`src/rtl/ntt_pkg.sv`:
```
// Shared constants and state encoding for the NTT job scheduler and its bench.
package ntt_pkg;
  localparam int Q      = 97;
  localparam int COEF_W = 7;
  localparam int N_COEF = 16;
  localparam int N_REQ  = 2;
  localparam int RES_W  = N_COEF * COEF_W;

  typedef enum logic [2:0] {
    S_IDLE    = 3'd0,
    S_START   = 3'd1,
    S_WAIT    = 3'd2,
    S_CHECK   = 3'd3,
    S_RELEASE = 3'd4
  } sched_state_e;
endpackage

```
`src/rtl/ntt_job_sched_if.sv`:
```
// Signal bundle between the two requesters, the scheduler and the shared NTT engine.
interface ntt_job_sched_if;
  import ntt_pkg::*;

  logic [N_REQ-1:0] req;
  logic [N_REQ-1:0] gnt;
  logic [N_REQ-1:0] job_done;
  logic             job_err;
  logic             busy;
  logic             eng_start;
  logic             eng_done;
  logic [RES_W-1:0] eng_result;
  logic [RES_W-1:0] res_data;
  logic             res_owner;

  // Scheduler side.
  modport slave (
    input  req, eng_done, eng_result,
    output gnt, job_done, job_err, busy, eng_start, res_data, res_owner
  );

  // Requester/engine side.
  modport master (
    output req, eng_done, eng_result,
    input  gnt, job_done, job_err, busy, eng_start, res_data, res_owner
  );
endinterface

```
`src/rtl/ntt_range_check.sv`:
```
// Flags when any of the 16 packed coefficients is not a valid residue (>= Q).
module ntt_range_check
  import ntt_pkg::*;
(
  input  logic [RES_W-1:0] coef_i,
  output logic             any_ge_q
);

  // All 16 unsigned comparators evaluated in parallel and OR-reduced.
  always_comb begin
    any_ge_q = 1'b0;
    for (int i = 0; i < N_COEF; i++) begin
      if (coef_i[i*COEF_W +: COEF_W] >= COEF_W'(Q)) any_ge_q = 1'b1;
    end
  end

endmodule

```
`src/rtl/ntt_job_sched.sv`:
```
// Round-robin scheduler sharing one NTT engine between two requesters, with a
// start pulse, a done watchdog, result latching and range checking.
module ntt_job_sched
  import ntt_pkg::*;
#(
  parameter int TIMEOUT = 4096
) (
  input  logic           clk,
  input  logic           rst,
  ntt_job_sched_if.slave bus
);

  // Watchdog value at which WAIT gives up on the engine.
  localparam logic [15:0] WD_LAST = 16'(TIMEOUT - 1);

  sched_state_e     state_q, state_d;
  logic [15:0]      wd_q, wd_d;
  logic             last_q, last_d;
  logic             owner_q, owner_d;
  logic             tmo_q, tmo_d;
  logic [N_REQ-1:0] gnt_q, gnt_d;
  logic [N_REQ-1:0] done_q, done_d;
  logic             err_q, err_d;
  logic             start_q, start_d;
  logic [RES_W-1:0] res_q, res_d;
  logic             res_own_q, res_own_d;
  logic             range_err;

  ntt_range_check u_range (
    .coef_i   (res_q),
    .any_ge_q (range_err)
  );

  // Next-state and registered-output decisions for the job sequence.
  always_comb begin
    state_d   = state_q;
    wd_d      = wd_q;
    last_d    = last_q;
    owner_d   = owner_q;
    tmo_d     = tmo_q;
    gnt_d     = gnt_q;
    done_d    = '0;
    err_d     = err_q;
    start_d   = 1'b0;
    res_d     = res_q;
    res_own_d = res_own_q;
    case (state_q)
      S_IDLE: begin
        if (bus.req != '0) begin
          // Contention goes to whichever requester was not served last.
          owner_d = (bus.req == 2'b11) ? ~last_q : bus.req[1];
          gnt_d   = owner_d ? 2'b10 : 2'b01;
          state_d = S_START;
        end
      end
      S_START: begin
        start_d = 1'b1;
        wd_d    = '0;
        tmo_d   = 1'b0;
        state_d = S_WAIT;
      end
      S_WAIT: begin
        // A done arriving on the expiry cycle still counts as success.
        if (bus.eng_done) begin
          res_d     = bus.eng_result;
          res_own_d = owner_q;
          state_d   = S_CHECK;
        end else if (wd_q == WD_LAST) begin
          tmo_d   = 1'b1;
          state_d = S_CHECK;
        end else begin
          wd_d = wd_q + 16'd1;
        end
      end
      S_CHECK: begin
        err_d   = tmo_q | range_err;
        done_d  = owner_q ? 2'b10 : 2'b01;
        state_d = S_RELEASE;
      end
      S_RELEASE: begin
        if (!bus.req[owner_q]) begin
          gnt_d   = '0;
          last_d  = owner_q;
          state_d = S_IDLE;
        end
      end
      default: state_d = S_IDLE;
    endcase
  end

  // State and output registers; reset returns every output to zero at once.
  always_ff @(posedge clk or negedge rst) begin
    if (!rst) begin
      state_q   <= S_IDLE;
      wd_q      <= '0;
      last_q    <= 1'b1;
      owner_q   <= 1'b0;
      tmo_q     <= 1'b0;
      gnt_q     <= '0;
      done_q    <= '0;
      err_q     <= 1'b0;
      start_q   <= 1'b0;
      res_q     <= '0;
      res_own_q <= 1'b0;
    end else begin
      state_q   <= state_d;
      wd_q      <= wd_d;
      last_q    <= last_d;
      owner_q   <= owner_d;
      tmo_q     <= tmo_d;
      gnt_q     <= gnt_d;
      done_q    <= done_d;
      err_q     <= err_d;
      start_q   <= start_d;
      res_q     <= res_d;
      res_own_q <= res_own_d;
    end
  end

  assign bus.gnt       = gnt_q;
  assign bus.job_done  = done_q;
  assign bus.job_err   = err_q;
  assign bus.busy      = (state_q != S_IDLE);
  assign bus.eng_start = start_q;
  assign bus.res_data  = res_q;
  assign bus.res_owner = res_own_q;

endmodule

```
`src/flat_wrapper.sv`:
```
// flat-port wrapper written by rule: the top's interface ports become plain ports
module ntt_job_sched_flat import ntt_pkg::*;
#(
  parameter int TIMEOUT = 4096
)
  (clk, rst, bus_req, bus_eng_done, bus_eng_result, bus_gnt, bus_job_done, bus_job_err, bus_busy, bus_eng_start, bus_res_data, bus_res_owner);
  ntt_job_sched_if bus_i ();
  input  logic clk;
  input  logic rst;
  input wire logic [$bits(bus_i.req)-1:0] bus_req;
  input wire logic [$bits(bus_i.eng_done)-1:0] bus_eng_done;
  input wire logic [$bits(bus_i.eng_result)-1:0] bus_eng_result;
  output wire logic [$bits(bus_i.gnt)-1:0] bus_gnt;
  output wire logic [$bits(bus_i.job_done)-1:0] bus_job_done;
  output wire logic [$bits(bus_i.job_err)-1:0] bus_job_err;
  output wire logic [$bits(bus_i.busy)-1:0] bus_busy;
  output wire logic [$bits(bus_i.eng_start)-1:0] bus_eng_start;
  output wire logic [$bits(bus_i.res_data)-1:0] bus_res_data;
  output wire logic [$bits(bus_i.res_owner)-1:0] bus_res_owner;
  assign bus_i.req = bus_req;
  assign bus_i.eng_done = bus_eng_done;
  assign bus_i.eng_result = bus_eng_result;
  assign bus_gnt = bus_i.gnt;
  assign bus_job_done = bus_i.job_done;
  assign bus_job_err = bus_i.job_err;
  assign bus_busy = bus_i.busy;
  assign bus_eng_start = bus_i.eng_start;
  assign bus_res_data = bus_i.res_data;
  assign bus_res_owner = bus_i.res_owner;
  ntt_job_sched #(.TIMEOUT(TIMEOUT)) u_core (.clk(clk), .rst(rst), .bus(bus_i));
endmodule
```
`config.mk`:
```
export PLATFORM = sky130hd
export DESIGN_NAME = ntt_job_sched_flat
export DESIGN_NICKNAME = d
export VERILOG_FILES = /design/src/rtl/ntt_pkg.sv /design/src/rtl/ntt_job_sched_if.sv /design/src/rtl/ntt_range_check.sv /design/src/rtl/ntt_job_sched.sv /design/src/flat_wrapper.sv
export SDC_FILE = /design/constraint.sdc
export NUM_CORES = 1
export LEC_CHECK = 0
export BUFFER_PORTS_ARGS = -buffer_cell sky130_fd_sc_hd__buf_4
export CAP_MARGIN = 10
export CORE_UTILIZATION = 35
export CTS_BUF_LIST = sky130_fd_sc_hd__clkbuf_4
export CTS_CLUSTER_DIAMETER = 50
export DETAILED_ROUTE_END_ITERATION = 10
export SYNTH_ARGS = -nofsm -noshare
export SYNTH_HDL_FRONTEND = slang
export SYNTH_HIERARCHICAL = 1
export SYNTH_SLANG_ARGS = --single-unit
```
`constraint.sdc`:
```
create_clock -name clk -period 1.84 [get_ports clk]
set_input_delay 0.092 -clock clk [delete_from_list [all_inputs] [get_ports clk]]
set_output_delay 0.092 -clock clk [all_outputs]
set_load 0.03 [all_outputs]
```
==> run_results.csv, run 1 <==
group,metric,value,unit
drt,drc,0,
synthesis,synth-seq-area-share,0.590,
sta,rsz0062_at_grt,"true",
layout,layout_commonest_cell,"buf_4",
critical_path,worst-r2r-setup-slack,-0.35,ns
global_route,antenna_found_initial,1,
synthesis,syn_avg_cell_area,13.9,um^2
sta,period_minus_slack,2.19,ns
critical_path,worst_ep_required_time,2.26,ns
power,total_power,17.3,mW
global_route,grt_pass1_wl,29000,um
synthesis,syn_inst,432,
synthesis,netlist_area,5990,um^2
synthesis,synth_xor_area_frac,0,
critical_path,reg2reg_from,"u_core/bus.res_data[106]",
sta,hold_viol,0,
critical_path,cp-end-kind,"flip-flop",
layout,fillCellCount,1321,
clock_tree,clk_latency,0.53,ns
job,drv_cap,0,
outcome,status,"complete, but fails checks",
layout,area_delta_synth_final,68.1,%
sta,final.setup.tns,-0.352,ns
drt,viasPerCell,4.78,
outcome,violations,"negative setup slack",
critical_path,crit_fanout,2,
critical_path,rr_worst_depth,6,
floorplan,fp.dieArea,17600,um^2
power,peakVddDrop,1.15,mV
synthesis,synthArstFlopShare,1.00,
sta,slew-limit-headroom,0.708,
clock_tree,clk_path_buf_depth,2,
clock_tree,root_buffer,"clkbuf_4",
floorplan,start_util,0.360,
critical_path,crit_arrival,2.61,ns
drt,drt_iter0_drc,204,
drt,post_drt_wl_per_cell,16.6,um
drt,finalWirelength,18200,um
floorplan,die_h,133,um
drt,via_count,5260,
sta,fmax,456,MHz
synthesis,synth_seq_cells,141,
power,p_leak,4.64,nW
global_route,grt_max_degree,58,
global_route,track_usage,0.212,
floorplan,die_x,133,um
synthesis,syn_nets,550,
synthesis,synth_compound_area_frac,0.0773,
min_path,hold_path_class,"in -> async",
clock_tree,cts_tree,"done",
synthesis,synth_edf_count,0,
synthesis,synth_top_family_by_area,"multiplexers",
layout,nets,984,
synthesis,yosys_warnings,6,
drt,first_pass_iters,4,
drt,postRouteAntennaNets,0,
sta,fin_ws,-0.352,ns
synthesis,synthAdderAreaFrac,0.00209,
clock_tree,cts_buffers,17,
sta,min_period_over_period,1.19,
sta,tightest_slew,0.438,ns
synthesis,synth.distinct_cells,48,
place,globalplace.congestion,0.793,
floorplan,std_cell_rows,47,
global_route,gr-total-overflow,0,
critical_path,crit-reg2reg-capture,"u_core/bus.job_err",
critical_path,worst-setup-path-type,"reg -> reg",
layout,drive_gt1_frac,0.562,
floorplan,io_pins,237,
clock_tree,clk_pin_slew_worst_paths,0.12,ns
synthesis,synthMuxAreaShare,0.216,
synthesis,ys.flop_type,"dfrtp_1",
power,power_per_cell_area,1720,nW/um^2
synthesis,synthSimpleGateAreaFrac,0.0878,
place,io_buffers,236,
critical_path,cp-start-kind,"flip-flop",
sta,skew,0.0152,ns
clock_tree,cts_sinks,141,
global_route,grt_pass1_vias,5635,
sta,slew_viol_final,0,
sta,setup_viol,1,
clock_tree,htree_levels,4,
place,hpwl,12800,um
layout,final_cell_mix,"buf_4 (314), dfrtp_1 (125), dlygate4sd3_1 (116)",
floorplan,core-area,16600,um^2
metrics by stage:
| step | util | hold slack [ns] | instances | instance area, um^2 | setup WS [ns] |
|---|---|---|---|---|---|
| CTS | 0.600 | 0.0180 | 1096 | 9980 | -0.379 |
| finish | 0.605 | 0.0535 | 1101 | 10100 | -0.352 |
| global placement | 0.516 | 0.0504 | 948 | 8590 | -0.359 |
| detailed placement | 0.516 | 0.0566 | 948 | 8590 | -0.364 |
| floorplan | - | -0.204 | 432 | 6010 | -0.167 |
| global route | 0.605 | 0.0368 | 1101 | 10100 | -0.437 |
synth_stat cells, drive strengths merged, types with 2 or more instances:
cell type	count	area (um^2)
dfrtp	140	3500
buf	16	119
mux2i	2	20.0
or4	17	131
and3	2	12.5
o21a	3	22.5
nor2	12	45.0
a21oi	7	35.0
a31o	3	26.3
or2	2	15.0
nand4	9	56.3
o21ai	9	45.0
nor4	3	33.8
a41oi	6	71.3
mux2	113	1270
a31oi	9	68.8
nand2	17	63.8
o211ai	18	155
nand3	11	55.1
inv	5	18.8
clkbuf	7	26.3
nor3	3	15.0
and4	2	17.5
or3b	3	26.3
nor3b	2	20.0
worst max-delay path, cell delays in order, from the launching register on:
cell and delay (ns):
dfrtp_1 0.40, or4_1 0.52, o211ai_1 0.37, nand4_1 0.19
or4_1 0.44, nor2_1 0.10, o21ai_1 0.06
cell type report:
type	count	area [um^2]	share of cell area
antenna	2	5.00	0.000497
clock buffer	17	128	0.0127
clock inverter	15	106	0.0106
inverter	5	18.8	0.00186
multi-input combinational	263	2310	0.230
sequential	141	3550	0.353
tap	220	275	0.0273
timing repair buffer	438	3670	0.365
kinds of logic after synthesis:
| family | count (synthesis) |
|---|---|
| adders and majority gates | 1 |
| AOI/OAI and AO/OA | 60 |
| DFF | 141 |
| and+or+nand+nor | 87 |
| muxes | 115 |
| buffers and inverters | 28 |
worst max path at each step:
stage	from	endpoint	slack (ns)	depth (start not counted)
2_1_floorplan	u_core/bus.res_data[93]	u_core/bus.job_err	-0.17	6
3_3_place_gp	u_core/bus.res_data[106]	u_core/bus.job_err	-0.36	6
3_5_place_dp	u_core/bus.res_data[106]	u_core/bus.job_err	-0.36	6
4_1_cts	u_core/bus.res_data[106]	u_core/bus.job_err	-0.38	6
5_1_grt	u_core/bus.res_data[106]	u_core/bus.job_err	-0.44	6
6_report	u_core/bus.res_data[106]	u_core/bus.job_err	-0.35	6
where the power goes:
part / total (mW) / switching (mW) / internal, mW
Sequential: 5.55 / 0.994 / 4.55
Clock: 1.75 / 1.12 / 0.636
Combinational: 10.0 / 5.30 / 4.71
Total: 17.3 / 7.41 / 9.90
metal layers:
layer | vias up | track usage | share of wire
met2 | 181 | 0.359 | 0.50
met4 | 0 | 0.0894 | 0.029
met5 | - | 0 | 0
met1 | 2550 | 0.246 | 0.40
met3 | 34 | 0.0720 | 0.068
li1 | 2495 | - | -
registers in the layout, indices dropped and copies added, names as in the netlist:
register	flops
u_core/bus.res_data	112
u_core/wd_q	16
u_core/last_q	1
u_core/owner_q	1
u_core/bus.res_owner	1
u_core/state_q	3
u_core/bus.gnt	2
u_core/bus.job_err	1
u_core/bus.job_done	2
u_core/tmo_q	1
u_core/bus.eng_start	1
timing repair:
item,in CTS,in global routing
hold endpoints to repair,261,0
gates cloned,0,1
gates resized for setup,1,6
buffers inserted,0,2
setup endpoints to repair,2,59
hold buffers,116,0
pin swaps,0,2
Power figures use the tool's default switching activity.
==> run 2: changes to the inputs <==
- CORE_UTILIZATION: 35 -> 29
==> run 2 against run 1 <==
  * The flow still finishes with violations (negative setup slack)
  * Cell count rose by 5.0%
  * First-iteration DRC count shrank 20%
  * Routed wire length grew 4.9%
  * Critical path type unchanged
==> run_results.csv, run 2 (synthesis gave the netlist of run 1 again) <==
group,metric,value,unit
clock_tree,cts_sinks,141,
floorplan,die_x,146,um
critical_path,cpMaxStageDelayCell,"or4_1",
layout,diodes,0,
sta,min_period_over_period,1.18,
global_route,grt_pass1_wl,30100,um
drt,drt_iter0_drc,164,
layout,fin_cells,1156,
sta,skew,0.0269,ns
floorplan,die_h,146,um
sta,slew-limit-headroom,0.664,
clock_tree,cts_tree,"done",
layout,layout_commonest_cell,"buf_4",
sta,slew_viol_final,0,
sta,hold_viol,0,
power,peakVddDrop,1.04,mV
critical_path,worst_ep_required_time,2.26,ns
floorplan,start_util,0.296,
layout,fillCellCount,1719,
drt,post_drt_wl_per_cell,16.5,um
floorplan,fp.dieArea,21200,um^2
clock_tree,clk_path_buf_depth,2,
critical_path,cp_cell_sequence,"or4_1 > o211ai_1 > nand4_1 > or4_1 > nor2_1 > o21ai_1",
layout,nets,991,
floorplan,std_cell_rows,52,
sta,tightest_slew,0.501,ns
critical_path,worst-setup-path-type,"reg -> reg",
job,drv_cap,0,
clock_tree,cts_buffers,17,
global_route,track_usage,0.181,
global_route,gr-total-overflow,0,
sta,rsz0062_at_grt,"true",
place,dp.cells,998,
min_path,hold_path_class,"in -> async",
global_route,grt_max_degree,45,
layout,final_cell_mix,"buf_4 (312), dfrtp_1 (125), dlygate4sd3_1 (116)",
drt,postRouteAntennaNets,0,
clock_tree,clk_latency,0.55,ns
outcome,violations,"negative setup slack",
outcome,status,"complete, but fails checks",
critical_path,crit_fanout,2,
critical_path,crit_arrival,2.60,ns
floorplan,io_pins,237,
layout,largest_reg_flops,112,
critical_path,slowest_delay,0.51,ns
global_route,antenna_found_initial,0,
sta,fmax,460,MHz
drt,viasPerCell,4.61,
critical_path,cp-start-kind,"flip-flop",
power,power_per_cell_area,1740,nW/um^2
floorplan,core-area,20200,um^2
global_route,grt_pass1_vias,5865,
drt,first_pass_iters,4,
place,globalplace.congestion,0.795,
clock_tree,htree_levels,4,
drt,drc,0,
critical_path,cp-end-kind,"flip-flop",
place,io_buffers,236,
clock_tree,root_buffer,"clkbuf_4",
sta,fin_ws,-0.335,ns
drt,finalWirelength,19100,um
drt,via_count,5333,
sta,period_minus_slack,2.18,ns
layout,drive_gt1_frac,0.573,
sta,setup_viol,3,
power,p_leak,4.73,nW
layout,area_delta_synth_final,72.7,%
place,dp_slack,-0.375,ns
place,hpwl,13300,um
critical_path,cp_common_cell,"or4_1",
clock_tree,clk_pin_slew_worst_paths,0.15,ns
run 2: changes by cell type in the layout (fill, tap and decap cells not counted), moves of 2 or more:
cell | before | now
clkinv_4 | 1 | 3
bufinv_16 | 1 | 3
clkinv_2 | 6 | 3
inv_6 | 0 | 2
a41oi_2 | 2 | 5
buf_4 | 314 | 312
buf_16 | 2 | 0
buf_12 | 2 | 7
a41oi_1 | 3 | 0
diode_2 | 2 | 0
clkinvlp_4 | 3 | 0
buf_6 | 3 | 7
clkinv_1 | 4 | 2
run 2: layout make-up:
| cell class | count | area, um^2 | share of cell area |
|---|---|---|---|
| Clock buffer | 18 | 135 | 0.0131 |
| Clock inverter | 14 | 168 | 0.0162 |
| Inverter | 5 | 18.8 | 0.00182 |
| Multi-Input combinational cell | 264 | 2360 | 0.228 |
| Sequential cell | 141 | 3550 | 0.343 |
| Tap cell | 270 | 338 | 0.0327 |
| Timing Repair Buffer | 444 | 3770 | 0.365 |
run 2: worst paths after layout:
kind / start / to / slack [ns] / depth (start not counted)
setup / recovery: u_core/bus.res_data[57] / u_core/bus.job_err / -0.34 / 6
hold / removal: rst / u_core/bus.res_data[42] / 0.10 / 3
setup reg to reg: u_core/bus.res_data[57] / u_core/bus.job_err / -0.34 / 6
hold reg to reg: u_core/last_q / u_core/last_q / 0.52 / 2
max in group asynchronous: rst / u_core/bus.res_data[58] / 1.43 / 3
min in group clk: bus_eng_result[56] / u_core/bus.res_data[56] / 0.31 / 3
run 2: layer usage:
metal | GRT usage | vias up | part of all wire
li1 | - | 2510 | -
met1 | 0.209 | 2594 | 0.41
met2 | 0.315 | 193 | 0.51
met3 | 0.0505 | 36 | 0.055
met4 | 0.0737 | 0 | 0.029
met5 | 0 | - | 0
run 2: critical path: cells and delay by family, from the launching register on:
kind	cells	cell delay, ns
flops	1	0.43
compound gates	2	0.42
simple gates	4	1.19
run 2: timing repair:
item,CTS,global route
setup endpoints to repair,2,44
setup buffers,0,5
gates cloned,0,4
hold endpoints to repair,260,0
hold buffers,117,0
gates resized for setup,1,15
pin swaps,3,10
run 2: stage by stage:
step / area, um^2 / total power [mW] / setup TNS (ns) / hold slack [ns] / util
finish: 10300 / 18.0 / -0.394 / 0.105 / 0.511
global route: 10300 / 18.9 / -1.15 / 0.0595 / 0.511
CTS: 10200 / 17.8 / -0.542 / 0.0552 / 0.502
detailed placement: 8670 / 15.4 / -0.375 / 0.0409 / 0.429
global placement: 8670 / 15.2 / -0.349 / 0.0322 / 0.429
floorplan: 6010 / 10.8 / -0.167 / -0.204 / -
run 2: power by group:
group          leakage (nW)  switching, mW  internal (mW)  total [mW]
registers              1.70           1.02           4.55        5.57
logic                  2.87           5.40           4.84        10.2
clock network         0.168           1.18          0.965        2.14
total                  4.73           7.60           10.4        18.0
